$ cat src/rtl/regfile_commit.sv
// Write-back commit stage: 16x16 register file with a single write port, two
// bypassed read ports, a two-cycle MUL commit, a retire counter and a sticky illegal flag.
module regfile_commit #(
    parameter  int unsigned NUM_REGS = 16,
    parameter  int unsigned DATA_W   = 16,
    localparam int unsigned AW       = $clog2(NUM_REGS)
) (
    input  logic                  clk,
    input  logic                  rst,
    input  logic                  wb_valid,
    output logic                  wb_ready,
    input  logic [5:0]            wb_op,
    input  logic [AW-1:0]         wb_rd,
    input  logic [2*DATA_W-1:0]   wb_data,
    input  logic [AW-1:0]         rs1_addr,
    input  logic [AW-1:0]         rs2_addr,
    output logic [DATA_W-1:0]     rs1_data,
    output logic [DATA_W-1:0]     rs2_data,
    output logic [15:0]           retire_cnt,
    output logic                  illegal_op
);

    localparam logic [5:0] OpStore    = 6'd3;
    localparam logic [5:0] OpMul      = 6'd7;
    localparam logic [5:0] OpMaxLegal = 6'd16;

    typedef enum logic [0:0] {StIdle, StHi} state_e;

    state_e              state_q, state_d;
    logic [DATA_W-1:0]   hi_q, hi_d;
    logic [AW-1:0]       hi_rd_q, hi_rd_d;
    logic [15:0]         retire_cnt_q, retire_cnt_d;
    logic                illegal_op_q, illegal_op_d;
    logic [DATA_W-1:0]   regs_q [NUM_REGS];
    logic [DATA_W-1:0]   regs_d [NUM_REGS];

    logic                accept;
    logic                we;
    logic [AW-1:0]       waddr;
    logic [DATA_W-1:0]   wdata;

    assign wb_ready = (state_q == StIdle) && !rst;
    assign accept   = wb_valid && wb_ready;

    always_comb begin
        state_d      = state_q;
        hi_d         = hi_q;
        hi_rd_d      = hi_rd_q;
        retire_cnt_d = retire_cnt_q;
        illegal_op_d = illegal_op_q;
        we           = 1'b0;
        waddr        = '0;
        wdata        = '0;
        unique case (state_q)
            StIdle: begin
                if (accept) begin
                    retire_cnt_d = retire_cnt_q + 16'd1;
                    if (wb_op > OpMaxLegal) begin
                        illegal_op_d = 1'b1;
                    end else if (wb_op != OpStore) begin
                        we    = 1'b1;
                        waddr = wb_rd;
                        wdata = wb_data[DATA_W-1:0];
                    end
                    if (wb_op == OpMul) begin
                        state_d = StHi;
                        hi_d    = wb_data[2*DATA_W-1:DATA_W];
                        hi_rd_d = wb_rd + 1'b1;
                    end
                end
            end
            StHi: begin
                // A reset in this cycle discards the high half, bypass included.
                we      = !rst;
                waddr   = hi_rd_q;
                wdata   = hi_q;
                state_d = StIdle;
            end
            default: state_d = StIdle;
        endcase
    end

    always_comb begin
        regs_d = regs_q;
        if (we) begin
            regs_d[waddr] = wdata;
        end
    end

    // Write-first bypass on both read ports.
    assign rs1_data = (we && (waddr == rs1_addr)) ? wdata : regs_q[rs1_addr];
    assign rs2_data = (we && (waddr == rs2_addr)) ? wdata : regs_q[rs2_addr];

    assign retire_cnt = retire_cnt_q;
    assign illegal_op = illegal_op_q;

    always_ff @(posedge clk) begin
        if (rst) begin
            state_q      <= StIdle;
            hi_q         <= '0;
            hi_rd_q      <= '0;
            retire_cnt_q <= '0;
            illegal_op_q <= 1'b0;
            for (int i = 0; i < NUM_REGS; i++) begin
                regs_q[i] <= '0;
            end
        end else begin
            state_q      <= state_d;
            hi_q         <= hi_d;
            hi_rd_q      <= hi_rd_d;
            retire_cnt_q <= retire_cnt_d;
            illegal_op_q <= illegal_op_d;
            regs_q       <= regs_d;
        end
    end

endmodule

$ cat config.mk
export PLATFORM = sky130hd
export DESIGN_NAME = regfile_commit
export DESIGN_NICKNAME = d
export VERILOG_FILES = /design/src/rtl/regfile_commit.sv
export SDC_FILE = /design/constraint.sdc
export NUM_CORES = 1
export LEC_CHECK = 0
export CAP_MARGIN = 20
export CORE_MARGIN = 3
export CORE_UTILIZATION = 53
export DETAILED_ROUTE_END_ITERATION = 8
export PLACE_DENSITY = 0.78
export SLEW_MARGIN = 30
export SYNTH_ARGS = -nofsm -noshare
export SYNTH_HDL_FRONTEND = slang
export SYNTH_SLANG_ARGS = --single-unit
$ cat constraint.sdc
create_clock -name clk -period 3.4 [get_ports clk]
set_input_delay 0.68 -clock clk [delete_from_list [all_inputs] [get_ports clk]]
set_output_delay 0.68 -clock clk [all_outputs]
set_load 0.01 [all_outputs]
Word level (Yosys, flattened, before mapping)
Index checks and enable logic that the tools add are counted.
Widths: inputs -> output; s select.
{"block": "totals", "elab_cells": 71, "reg_bits": 294}
{"block": "classes", "n_bitwise": 4, "n_addsub": 2, "n_mux": 26, "reduce_logical": 9, "magnitude_cmp": 5, "n_eq_ne": 4}
{"operator": "$bwmux 256", "count": 1}
{"operator": "$mux 16", "count": 10}
{"operator": "$bmux 16 s4", "count": 2}
{"operator": "$demux 16 s4", "count": 1}
{"operator": "$pmux 16 s2", "count": 1}
{"operator": "$add 16x1->16 const B", "count": 1}
{"operator": "$ge 5x5->1 const B", "count": 3}
{"operator": "$not 4->5", "count": 3}
{"operator": "$mux 4", "count": 3}
{"operator": "$eq 4x4->1", "count": 2}
{"operator": "$pmux 4 s2", "count": 1}
{"operator": "$eq 6x3->1 const B", "count": 1}
{"operator": "$gt 6x5->1 const B", "count": 1}
{"operator": "$ne 6x2->1 const B", "count": 1}
{"operator": "$reduce_and 3->1", "count": 2}
{"operator": "$logic_and 1x1->1", "count": 5}
{"operator": "$lt 5x1->1 const B", "count": 1}
{"operator": "$mux 1", "count": 5}
{"operator": "$add 4x1->4 const B", "count": 1}
{"operator": "$pmux 1 s2", "count": 2}
{"operator": "$reduce_and 2->1", "count": 1}
{"operator": "$logic_not 1->1", "count": 1}
{"operator": "$not 1->1", "count": 1}

Longest topological paths before layout
Gate-level depths: netlist (run 1).
{"block": "logic_depth", "word_depth": 11, "depth_mapped": 10, "depth_no_buf": 6}

Worst setup path before layout (run 1)
Ideal clock, no wire load.
{"block": "synth_timing", "path_type": "input-to-output", "startpoint": "in rs2_addr[0]", "endpoint": "out rs2_data[0]", "slack_ps": 42, "path_buffers": 3, "path_stages": 6, "t_arrival_ps": 2678, "cell_sequence": "clkbuf_1 buf_2 buf_2 mux4_2 mux4_2 mux2_2"}
{"block": "synth_via", "elab_chain_len": 5, "elab_cells_between_ends": 7}
{"element": "from (decl)", "line": "16", "source": "input logic [AW-1:0] rs2_addr,"}
{"element": "$not 4->5 (implied by the code)", "line": "92", "source": "assign rs2_data = (we && (waddr == rs2_addr)) ? wdata : regs_q[rs2_addr];"}
{"element": "$bmux 16 s4", "line": "92"}
{"element": "$mux 16 (implied by the code) (2 in series)", "line": "92"}
{"element": "$mux 16 *", "line": "92"}
{"element": "to (decl)", "line": "18", "source": "output logic [DATA_W-1:0] rs2_data,"}
Mark *: on every way between the ends. The rest lies on a longest branch, timed or not. The select of a mux whose other input is x is not followed.

Final worst setup path (run 1)
{"block": "layout_timing", "startpoint": "in wb_op[3]", "endpoint": "out rs2_data[10]"}
{"block": "layout_via", "elab_chain_len": 8, "elab_cells_between_ends": 17}
{"element": "from (decl)", "line": "12", "source": "input logic [5:0] wb_op,"}
{"element": "parallel branches: the longest is 7 deep, another holds $gt 6x5->1"}
{"element": "$mux 16 *", "line": "92"}
Every way passes the cells marked *.

==> results of run 1 <==
## power by group
part	switching (mW)	internal [mW]	leakage [nW]
clock	1.40	2.14	0.525
combinational	0.273	0.280	4.33
sequential	0.00428	3.45	2.37
## metrics by stage
stage	power, mW	hold WS (ns)	worst slack (ns)	TNS (ns)
global route	7.76	0.424	-0.131	-3.05
floorplan	3.84	0.432	0.0418	0
global placement	4.07	0.445	-0.735	-22.26
CTS	7.59	0.441	-0.0485	-0.575
detailed placement	4.07	0.449	-0.841	-25.43
finish	7.55	0.438	-0.0844	-1.48
## per-layer routing
metal	wire length (um)	share of wire, %	track usage [%]	vias to the layer above
met5	0	0	0	-
met4	2740	5.8	15.0	0
met3	3640	7.7	5.43	171
met2	22600	48	47.8	599
met1	18200	39	35.5	6186
li1	-	-	-	5418
## worst max-delay path, stage by stage
cell	delay, ns
buf_8	0.10
buf_4	0.12
nand4bb_4	0.20
and2_4	0.20
a221o_1	0.30
a2111oi_4	0.37
buf_6	0.20
buf_12	0.16
mux2_4	0.32
buf_6	0.12
## sequential cells by signal (all words and copies together), names as in the netlist
| register | flops |
|---|---|
| hi_rd_q | 4 |
| illegal_op | 1 |
| retire_cnt | 16 |
| hi_q | 16 |
| state_q | 1 |
| regs_q | 256 |
## worst paths after layout
kind | end | slack (ns) | start
max reg2reg | regs_q[111]$_SDFFE_PP0P_ | 0.85 | state_q$_SDFF_PP0_
min | state_q$_SDFF_PP0_ | 0.44 | wb_op[1]
max | rs2_data[10] | -0.08 | wb_op[3]
min reg2reg | hi_q[9]$_SDFFE_PP0P_ | 0.46 | hi_q[9]$_SDFFE_PP0P_
## placed cells by master (no fill, tap or decap), types with 8 or more instances in the layout
master	netlist	layout
o21ai_0	86	86
a21oi_1	27	27
inv_1	10	9
buf_6	7	40
a22o_1	16	16
clkbuf_8	0	10
clkbuf_16	0	30
mux2_4	20	32
nor2_1	19	19
nand2_1	55	52
o21ai_1	8	8
buf_4	8	82
xor2_1	13	12
mux4_2	160	160
dfxtp_1	294	293
buf_12	0	35
nand4_1	8	8
mux2i_1	176	176
clkdlybuf4s50_1	0	53
nand3_1	14	14
nand3b_1	81	81
nand2b_1	196	196
## what timing repair did
action                     in CTS  in global routing
setup endpoints to repair      32                 32
buffers inserted               15                  1
cloned                          2                  0
pin swaps                      15                  2
gates resized for setup       223                 13
## final cells by class
| class | count | share of cell area, % |
|---|---|---|
| diodes | 1 | 0.0127 |
| clock buffers | 47 | 4.65 |
| clock inverters | 9 | 0.808 |
| inverters | 11 | 0.210 |
| multi-input cells | 956 | 49.2 |
| flip-flops and latches | 294 | 29.9 |
| well taps | 390 | 2.48 |
| repair buffers | 228 | 12.7 |
## cell families after synthesis
group | after synthesis | synth area share (%)
adders and majority gates | 2 | 0.156
xor gates and xnor gates | 16 | 0.872
buffers and inverters | 143 | 3.98
DFF | 294 | 36.6
muxes | 368 | 36.1
and+or+nand+nor | 406 | 15.9
AOI/OAI and AO/OA | 164 | 6.41
==> summary.md, run 1 <==
| Metric | Value |
|---|---|
| Worst Clk Skew | 0.0195 ns |
| CTS tree | yes |
| Max_cap viols | 0 |
| TritonCTS buffer count | 30 |
| Pins Over Slew Limit | 0 |
| Bufs on Longest Clock Path | 3 |
| CP required | 2.72 ns |
| Total number of vias | 12374 |
| Post-CTS Hold Fix Bufs | 0 |
| Failing checks | setup timing |
| Final period util | 102% |
| Yosys top cell by area | dfxtp_1 |
| Pre-antenna DRT Iters | 7 |
| Post-Synthesis Cells | 1393 |
| GR Util All Layers | 28.6% |
| Post-synth cell types | 64 |
| Ys flop type | dfxtp_1 |
| Gr ovfl total | 0 |
| Post-route cell area | 19700 um2 |
| Row cnt | 63 |
| Worst hold path type | primary input to flop |
| Post-route ant nets | 0 |
| Largest net degree at the start of global routing | 216 |
| Post-synthesis async set-or-reset flop share | 0% |
| Synthesized netlist net count | 1448 |
| Reg area | 5890 um2 |
| Post-DP Area | 18200 um2 |
| Depth of the worst hold-timing path | 3 |
| Die span in x | 180 um |
| Fill count | 2117 |
| Count leader, synth | dfxtp_1 |
| Placed insts | 1861 |
| Syn Area/Cell | 11.5 um2 |
| Worst setup SP type | primary input |
| Cell Pwr Density | 384 nW/um2 |
| WP data arrival | 2.80 ns |
| Routed length per placed instance | 24.4 um |
| CP endpoint kind | primary output |
| Leakage | 7.22 nW |
| Post-layout nets | 1576 |
| Iter 0 DRT Violations | 1348 |
| Max Clk Rate | 0.287 GHz |
| List of most frequent post-synthesis cells | 294 x dfxtp_1, 196 x nand2b_1, 176 x mux2i_1, 160 x mux4_2, 97 x clkbuf_1 |
| Area delta synth->final | 22.4% |
| Worst VDD drop | 0.366 mV |
| Total routed wirelength | 47200 um |
| Critical path fanouts, max | 8 |
| Final worst slack | -0.0844 ns |
| Clk slew on worst S/H paths | 0.06 ns |
| Ranking of synthesized cells by area | dfxtp_1 37%, mux4_2 22%, mux2i_1 11% |
| RSZ-0062 raised after global routing | true |
| Final setup vio count | 32 |
| DIE HEIGHT | 180 um |
| Finished Core Util | 66.0% |
| Critical path class | primary input to primary output |
| Clock sinks | 294 |
| CORE AREA | 29800 um2 |
| Fin cells | 1936 |
| Status | finished with violations |
| Initial antenna violation count | 1 |
| Io pins | 103 |
| Slew of the pin with the lowest slew margin | 0.981 ns |
| FF-to-FF path depth | 7 |
| Placer congestion estimate | 0.869 |
| Min Tclk post-route | 3.48 ns |
| Yosys top cell area share | 36.6% |
| Clock root buffer master | clkbuf_16 |
| Clk_lat worst skew | 0.57 ns |
| Seq/Total Area, Yosys | 36.6% |
| Relative slew slack | 34.5% |
| Hpwl dp | 29900 um |
| # DRC | 0 |
| PortBufs | 102 |
| Die ar. | 32500 um2 |
| Post-Syn Area | 16100 um2 |
| Final Hold Fails | 0 |
| H-tree levels | 1 |
| Initial core utilization | 53.9% |
| First-pass GRT wire length | 73700 um |
| Multi-input gate area | 9670 um2 |
| Vias in the first global route | 12725 |
| Yosys reg bits | 294 |
| Yosys warns | 0 |
| Post-synth EDFFs | 0 |
| Vias/cell | 6.39 |
| Fraction of layout cells with a size suffix above 1 | 28.8% |
(Power assumes the default switching activity.)
==> run 2, diff against run 1 <==
--- a/config.mk
+++ b/config.mk
@@ -7,9 +7,9 @@
 export LEC_CHECK = 0
 export CAP_MARGIN = 20
 export CORE_MARGIN = 3
-export CORE_UTILIZATION = 53
+export CORE_UTILIZATION = 54
 export DETAILED_ROUTE_END_ITERATION = 8
-export PLACE_DENSITY = 0.78
+export PLACE_DENSITY = 0.8
 export SLEW_MARGIN = 30
 export SYNTH_ARGS = -nofsm -noshare
 export SYNTH_HDL_FRONTEND = slang
==> run 2 against run 1 <==
The run still ends with setup timing left. Sequential power barely moved. Register-to-register slack got worse by 0.80 ns. Count of clock-buffer cells in the layout fell by 8. Setup slack got worse by 0.078 ns. Total power rose by 1.5%. Clock skew fell by 0.012 ns. Sequential cell count did not move. Critical path depth rose by 1. Core utilization rose by 2.9 points. Hold slack got worse by 0.052 ns. Combinational power rose by 2%. Critical path type unchanged. Largest cell class unchanged. Highest routed layer unchanged.
==> summary.md, run 2 (same netlist as run 1, synthesis figures left out) <==
| Metric | Value |
|---|---|
| Routed length per placed instance | 26.0 um (+6.7%) |
| CORE AREA | 29000 um2 (-2.6%) |
| DIE HEIGHT | 179 um (-0.90%) |
| First-pass GRT wire length | 74800 um (+1.5%) |
| Reg2Reg Launch Point | state_q$_SDFF_PP0_ |
| R2R Setup Slk | 0.05 ns (-0.80 ns) |
| Gr ovfl total | 0 (unchanged) |
| Grt met2 use | 51.2% (+3.4 points) |
| Hpwl dp | 30400 um (+1.6%) |
| Die ar. | 31900 um2 (-1.8%) |
| Iter 0 DRT Violations | 1450 (+7.6%) |
| Final Hold Fails | 0 (unchanged) |
| Finished Core Util | 68.9% (+2.9 points) |
| GR Util All Layers | 30.5% (+1.8 points) |
| H-tree levels | 1 (unchanged) |
| Post-DP Area | 18300 um2 (+0.33%) |
| Vias in the first global route | 12877 (+1.2%) |
| Setup Slack @ Placement | -0.813 ns (+0.0275 ns) |
| Worst reg2reg path endpoint | regs_q[5]$_SDFFE_PP0P_ |
| Worst hold path type | primary input to flop |
| # DRC | 0 (unchanged) |
| Worst hold endpoint | state_q$_SDFF_PP0_ |
| Fill count | 1973 (-6.8%) |
| Critical path class | primary input to primary output |
| Largest reg by FF count | regs_q |
| Area delta synth->final | 24.4% |
| WP data arrival | 2.88 ns (+0.08 ns) |
| Pins Over Slew Limit | 0 (unchanged) |
| Max incr delay on CP | 0.35 ns (-0.02 ns) |
| Vias/cell | 6.58 (+2.9%) |
| Hold_sp | wb_op[3] |
| Io pins | 103 (unchanged) |
| Row cnt | 62 (-1.6%) |
| Clk slew on worst S/H paths | 0.06 ns (about the same) |
| Multi-input gate area | 9710 um2 (+0.40%) |
| Largest net degree at the start of global routing | 97 (-55%) |
| Worst VDD drop | 0.462 mV (+26%) |
| Worst setup SP type | primary input |
| FF-to-FF path depth | 22 (+15) |
| GR Layer Usage met1 | 38.2% (+2.6 points) |
| M3 GR Usage | 4.64% (-0.79 points) |
| Clk_lat worst skew | 0.57 ns (about the same) |
| Reg area | 5890 um2 (about the same) |
| Pre-antenna DRT Iters | 6 (-1) |
| Total routed wirelength | 51000 um (+8.0%) |
| Post-route ant nets | 0 (unchanged) |
| Placer congestion estimate | 0.900 (+3.6%) |
| Critical path fanouts, max | 5 (-3) |
| Depth of the worst hold-timing path | 3 (unchanged) |
| TritonCTS buffer count | 31 (+3.3%) |
| Worst hold margin | 0.386 ns (-0.0523 ns) |
| Clock root buffer master | clkbuf_16 |
| Relative slew slack | 47.5% (+13 points) |
| Worst Clk Skew | 0.00743 ns (-0.0121 ns) |
| Commonest non-fill, non-tap cell in the layout | dfxtp_1 |
| RSZ-0062 raised after global routing | true |
| Initial antenna violation count | 0 (-1) |
| Cell Pwr Density | 384 nW/um2 (about the same) |
| Critical path launch point | wb_op[4] |
| Max Clk Rate | 0.281 GHz (-2.2%) |
| Leakage | 7.39 nW (+2.4%) |
| Cell Chain, Critical Path | dlygate4sd2_1 > o41ai_4 > buf_4 > and2_4 > a221o_1 > a2111oi_4 > buf_4 > buf_6 > buf_8 > mux2_4 > buf_6 |
| Clock sinks | 294 (unchanged) |
| Slowest cell on crit path | a2111oi_4 |
| Total number of vias | 12887 (+4.1%) |
| Final setup vio count | 32 (unchanged) |
| Post-CTS Hold Fix Bufs | 0 (unchanged) |
| Post-route cell area | 20000 um2 (+1.6%) |
| Final worst slack | -0.163 ns (-0.0783 ns) |
| Final period util | 105% (+2.3 points) |
| CTS tree | yes |
| Most frequent cells in the layout | 292 x dfxtp_1, 195 x nand2b_1, 175 x mux2i_1, 160 x mux4_2, 105 x buf_4 |
| Die span in x | 179 um (-0.90%) |
| CP endpoint kind | primary output |
| Status | finished with violations |
| Min Tclk post-route | 3.56 ns (+0.0783 ns) |
| GR peak layer | met2 |
| Initial core utilization | 55.4% (+1.5 points) |
| Fraction of layout cells with a size suffix above 1 | 30.6% (+1.8 points) |
| Max_cap viols | 0 (unchanged) |
| Slew of the pin with the lowest slew margin | 0.788 ns (-0.193 ns) |
| PortBufs | 102 (unchanged) |
| Bufs on Longest Clock Path | 3 (unchanged) |
| CP required | 2.72 ns (about the same) |
| Failing checks | setup timing |
| Largest register FFs | 256 (unchanged) |
| # diodes | 0 (-1) |
| Post-layout nets | 1606 (+1.9%) |
==> run 2: cell count changes in the layout (fill, tap and decap cells not counted), sizes merged <==
cell / previous run / this run
clkinv: 4 / 10
bufinv: 4 / 5
clkbuf: 47 / 42
buf: 167 / 193
clkdlybuf4s15: 1 / 2
clkdlybuf4s50: 53 / 52
inv: 11 / 12
clkinvlp: 1 / 3
diode: 1 / 0
==> run 2: worst max-delay path by stage <==
stage | to | slack [ns] | depth (start not counted)
4_1_cts | rs2_data[7] | -0.14 | 13
3_5_place_dp | rs2_data[7] | -0.81 | 8
2_1_floorplan | rs2_data[0] | 0.04 | 6
3_3_place_gp | rs2_data[6] | -0.78 | 8
5_1_grt | rs2_data[7] | -0.27 | 11
6_report | rs2_data[7] | -0.16 | 11
==> run 2: what timing repair did <==
action | 4_1_cts | 5_1_grt
setup endpoints to repair | 32 | 159
pin swaps | 13 | 11
setup buffers | 25 | 8
cloned | 3 | 3
gates resized for setup | 237 | 26
==> run 2: per-layer routing <==
metal / part of all wire [%] / vias up
met5: 0 / -
met4: 5.9 / 0
met3: 8.9 / 202
met2: 48 / 776
met1: 37 / 6444
li1: - / 5465
==> run 2: final cells by class <==
class	count	area share (%)
Timing Repair Buffer	257	13.8
Inverter	11	0.207
Clock inverter	19	1.20
Multi-Input combinational cell	956	48.6
Sequential cell	294	29.5
Clock buffer	39	4.33
Tap cell	384	2.40
==> run 2: stage by stage <==
step           setup TNS (ns)  power, mW  cells
3_5_place_dp           -23.16       4.07   1869
3_3_place_gp           -22.45       4.06   1869
5_1_grt                 -6.38       7.84   1960
2_1_floorplan               0       3.84   1393
4_1_cts                 -2.12       7.65   1954
6_report                -2.82       7.67   1960
==> run 2: critical path, delay by kind of cell <==
kind | cells | cell delay (ns)
muxes | 1 | 0.31
and+or+nand+nor | 1 | 0.15
buffers and inverters | 6 | 0.99
AOI/OAI and AO/OA | 3 | 0.76
==> run 2: where the power goes <==
part           internal, mW  leakage [nW]  switching [mW]
Combinational         0.283          4.48           0.283
Clock                  2.18         0.543            1.47
Sequential             3.45          2.37         0.00435
Total                  5.91          7.39            1.75
==> run 3, diff against run 2 <==
--- a/config.mk
+++ b/config.mk
@@ -10,6 +10,7 @@
 export CORE_UTILIZATION = 54
 export DETAILED_ROUTE_END_ITERATION = 8
 export PLACE_DENSITY = 0.8
+export SKIP_LAST_GASP = 1
 export SLEW_MARGIN = 30
 export SYNTH_ARGS = -nofsm -noshare
 export SYNTH_HDL_FRONTEND = slang
==> run 3 against run 2 <==
The run still ends with setup timing left. Design area decreased by 0.28%. Die area unchanged. Clock skew increased by 0.0016 ns. Sequential power about the same. Sequential cell count unchanged. Global-route usage decreased by 0.10 points. Non-clock buffer count decreased by 3.
==> summary.md, run 3 (same netlist as run 1, synthesis figures left out) <==
| Metric | Value |
|---|---|
| Worst Clk Skew | 0.00906 ns (+0.00163 ns) |
| Cell Pwr Density | 384 nW/um2 (+0.19%) |
| Die ar. | 31900 um2 (unchanged) |
| H-tree levels | 1 (unchanged) |
| Worst setup SP type | primary input |
| Most frequent cells in the layout | 292 x dfxtp_1, 195 x nand2b_1, 175 x mux2i_1, 160 x mux4_2, 107 x buf_4 |
| Vias in the first global route | 12830 (-0.36%) |
| Max incr delay on CP | 0.35 ns (about the same) |
| Largest delay share family, worst path | buffers and inverters |
| Initial antenna violation count | 0 (unchanged) |
| Cell Chain, Critical Path | dlygate4sd2_1 > o41ai_4 > buf_4 > and2_4 > a221o_1 > a2111oi_4 > buf_4 > buf_6 > buf_8 > mux2_4 > buf_6 |
| PortBufs | 102 (unchanged) |
| Leakage | 7.37 nW (-0.27%) |
| Total routed wirelength | 50600 um (-0.63%) |
| Final setup vio count | 31 (-3.1%) |
| Largest net degree at the start of global routing | 97 (unchanged) |
| Largest reg by FF count | regs_q |
| Io pins | 103 (unchanged) |
| Reg area | 5890 um2 (unchanged) |
| Final Hold Fails | 0 (unchanged) |
| Pre-antenna DRT Iters | 5 (-1) |
| Post-route ant nets | 0 (unchanged) |
| GR Util All Layers | 30.4% (-0.10 points) |
| Status | finished with violations |
| Min Tclk post-route | 3.56 ns (-0.00727 ns) |
| Clock root buffer master | clkbuf_16 |
| TritonCTS buffer count | 31 (unchanged) |
| Max_cap viols | 0 (unchanged) |
| Fill count | 1993 (+1.0%) |
| Post-route cell area | 19900 um2 (-0.28%) |
| Reg2Reg Launch Point | state_q$_SDFF_PP0_ |
| Largest register FFs | 256 (unchanged) |
| Final period util | 105% (-0.21 points) |
| Fraction of layout cells with a size suffix above 1 | 30.5% (-0.13 points) |
| Bufs on Longest Clock Path | 3 (unchanged) |
| Worst reg2reg path endpoint | regs_q[5]$_SDFFE_PP0P_ |
| Hpwl dp | 30400 um (unchanged) |
| Failing checks | setup timing |
| Total number of vias | 12732 (-1.2%) |
| # DRC | 0 (unchanged) |
| Slowest cell on crit path | a2111oi_4 |
| CP required | 2.72 ns (about the same) |
| Clk slew on worst S/H paths | 0.06 ns (about the same) |
| Iter 0 DRT Violations | 1496 (+3.2%) |
| Placer congestion estimate | 0.900 (unchanged) |
| Max Clk Rate | 0.281 GHz (+0.20%) |
| Buf/Inv on CP | 6 (unchanged) |
| Initial core utilization | 55.4% (unchanged) |
| Worst VDD drop | 0.460 mV (-0.46%) |
| WP data arrival | 2.88 ns (about the same) |
| CP endpoint kind | primary output |
| Hold_sp | wb_op[3] |
| Gr ovfl total | 0 (unchanged) |
| RSZ-0062 raised after global routing | true |
| Relative slew slack | 47.8% (+0.32 points) |
| Final worst slack | -0.155 ns (+0.00727 ns) |
| Routed length per placed instance | 25.9 um (-0.48%) |
| FF-to-FF path depth | 21 (-4.5%) |
| Setup Slack @ Placement | -0.813 ns (unchanged) |
| Critical path fanouts, max | 5 (unchanged) |
| R2R Setup Slk | 0.09 ns (+0.04 ns) |
| Post-CTS Hold Fix Bufs | 0 (unchanged) |
| Post-DP Area | 18300 um2 (unchanged) |
| CORE AREA | 29000 um2 (unchanged) |
| Clk_lat worst skew | 0.57 ns (about the same) |
| Post-layout nets | 1603 (-0.19%) |
| Area delta synth->final | 24.0% |
| Pins Over Slew Limit | 0 (unchanged) |
| Slew of the pin with the lowest slew margin | 0.783 ns (-0.00473 ns) |
| Vias/cell | 6.51 (-1.1%) |
| Commonest non-fill, non-tap cell in the layout | dfxtp_1 |
| # diodes | 0 (unchanged) |
| Depth of the worst hold-timing path | 3 (unchanged) |
| Die span in x | 179 um (unchanged) |
| DIE HEIGHT | 179 um (unchanged) |
| First-pass GRT wire length | 74600 um (-0.31%) |
| Worst hold endpoint | state_q$_SDFF_PP0_ |
| Clock sinks | 294 (unchanged) |
| Row cnt | 62 (unchanged) |
| Worst hold path type | primary input to flop |
| Critical path class | primary input to primary output |
| Multi-input gate area | 9710 um2 (unchanged) |
| CTS tree | yes |
## run 3: cell count changes in the layout (fill, tap and decap cells not counted)
cell and change:
buf_6 -7, buf_2 +2, buf_4 +2, clkdlybuf4s15_1 -1, dlygate4sd2_1 +1
## run 3: per-layer routing
layer	global-route usage [%]	vias to the layer above	routed length, um
met5	0	-	0
met4	15.1	0	2930
met3	4.53	210	4330
met2	51.1	721	24200
met1	38.1	6336	19200
li1	-	5465	-
## run 3: area by class of cell
type                       instances  area share, %
inverter                          11          0.207
clock inverter                    19           1.20
multi-input combinational        956           48.7
sequential                       294           29.6
tap                              384           2.41
timing repair buffer             254           13.6
clock buffer                      39           4.34
## run 3: how the worst max path moves through the flow
stage / from / endpoint / slack [ns] / cells past startpoint
6_report: wb_op[4] / rs2_data[7] / -0.16 / 11
3_3_place_gp: wb_op[0] / rs2_data[6] / -0.78 / 8
2_1_floorplan: rs2_addr[0] / rs2_data[0] / 0.04 / 6
3_5_place_dp: wb_op[0] / rs2_data[7] / -0.81 / 8
5_1_grt: state_q$_SDFF_PP0_ / rs2_data[7] / -0.27 / 11
4_1_cts: wb_op[3] / rs2_data[7] / -0.14 / 13
## run 3: stage by stage
| step | util (%) | power [mW] | std cells | TNS [ns] | hold slack [ns] |
|---|---|---|---|---|---|
| after floorplan | - | 3.84 | 1393 | 0 | 0.432 |
| after global placement | 63.0 | 4.06 | 1869 | -22.45 | 0.442 |
| after detailed placement | 63.0 | 4.07 | 1869 | -23.16 | 0.453 |
| after CTS | 68.3 | 7.65 | 1954 | -4.74 | 0.373 |
| after global routing | 68.7 | 7.83 | 1957 | -5.68 | 0.391 |
| final | 68.7 | 7.66 | 1957 | -2.17 | 0.386 |
## run 3: worst min-delay path: stages
cell	delay (ns)
buf_6	0.08
nand4b_1	0.10
nor3_1	0.06
## run 3: what timing repair did
action	4_1_cts	5_1_grt
pin swaps	13	11
endpoints found under the hold margin	0	0
setup endpoints to repair	32	160
gates cloned	3	3
buffers inserted	25	5
resized for setup	230	27
## run 3: power by group
group | internal, mW | total (mW) | switching, mW | leakage [nW]
sequential | 3.45 | 3.45 | 0.00428 | 2.37
combinational | 0.282 | 0.563 | 0.281 | 4.46
clock | 2.18 | 3.65 | 1.46 | 0.543
total | 5.91 | 7.66 | 1.75 | 7.37
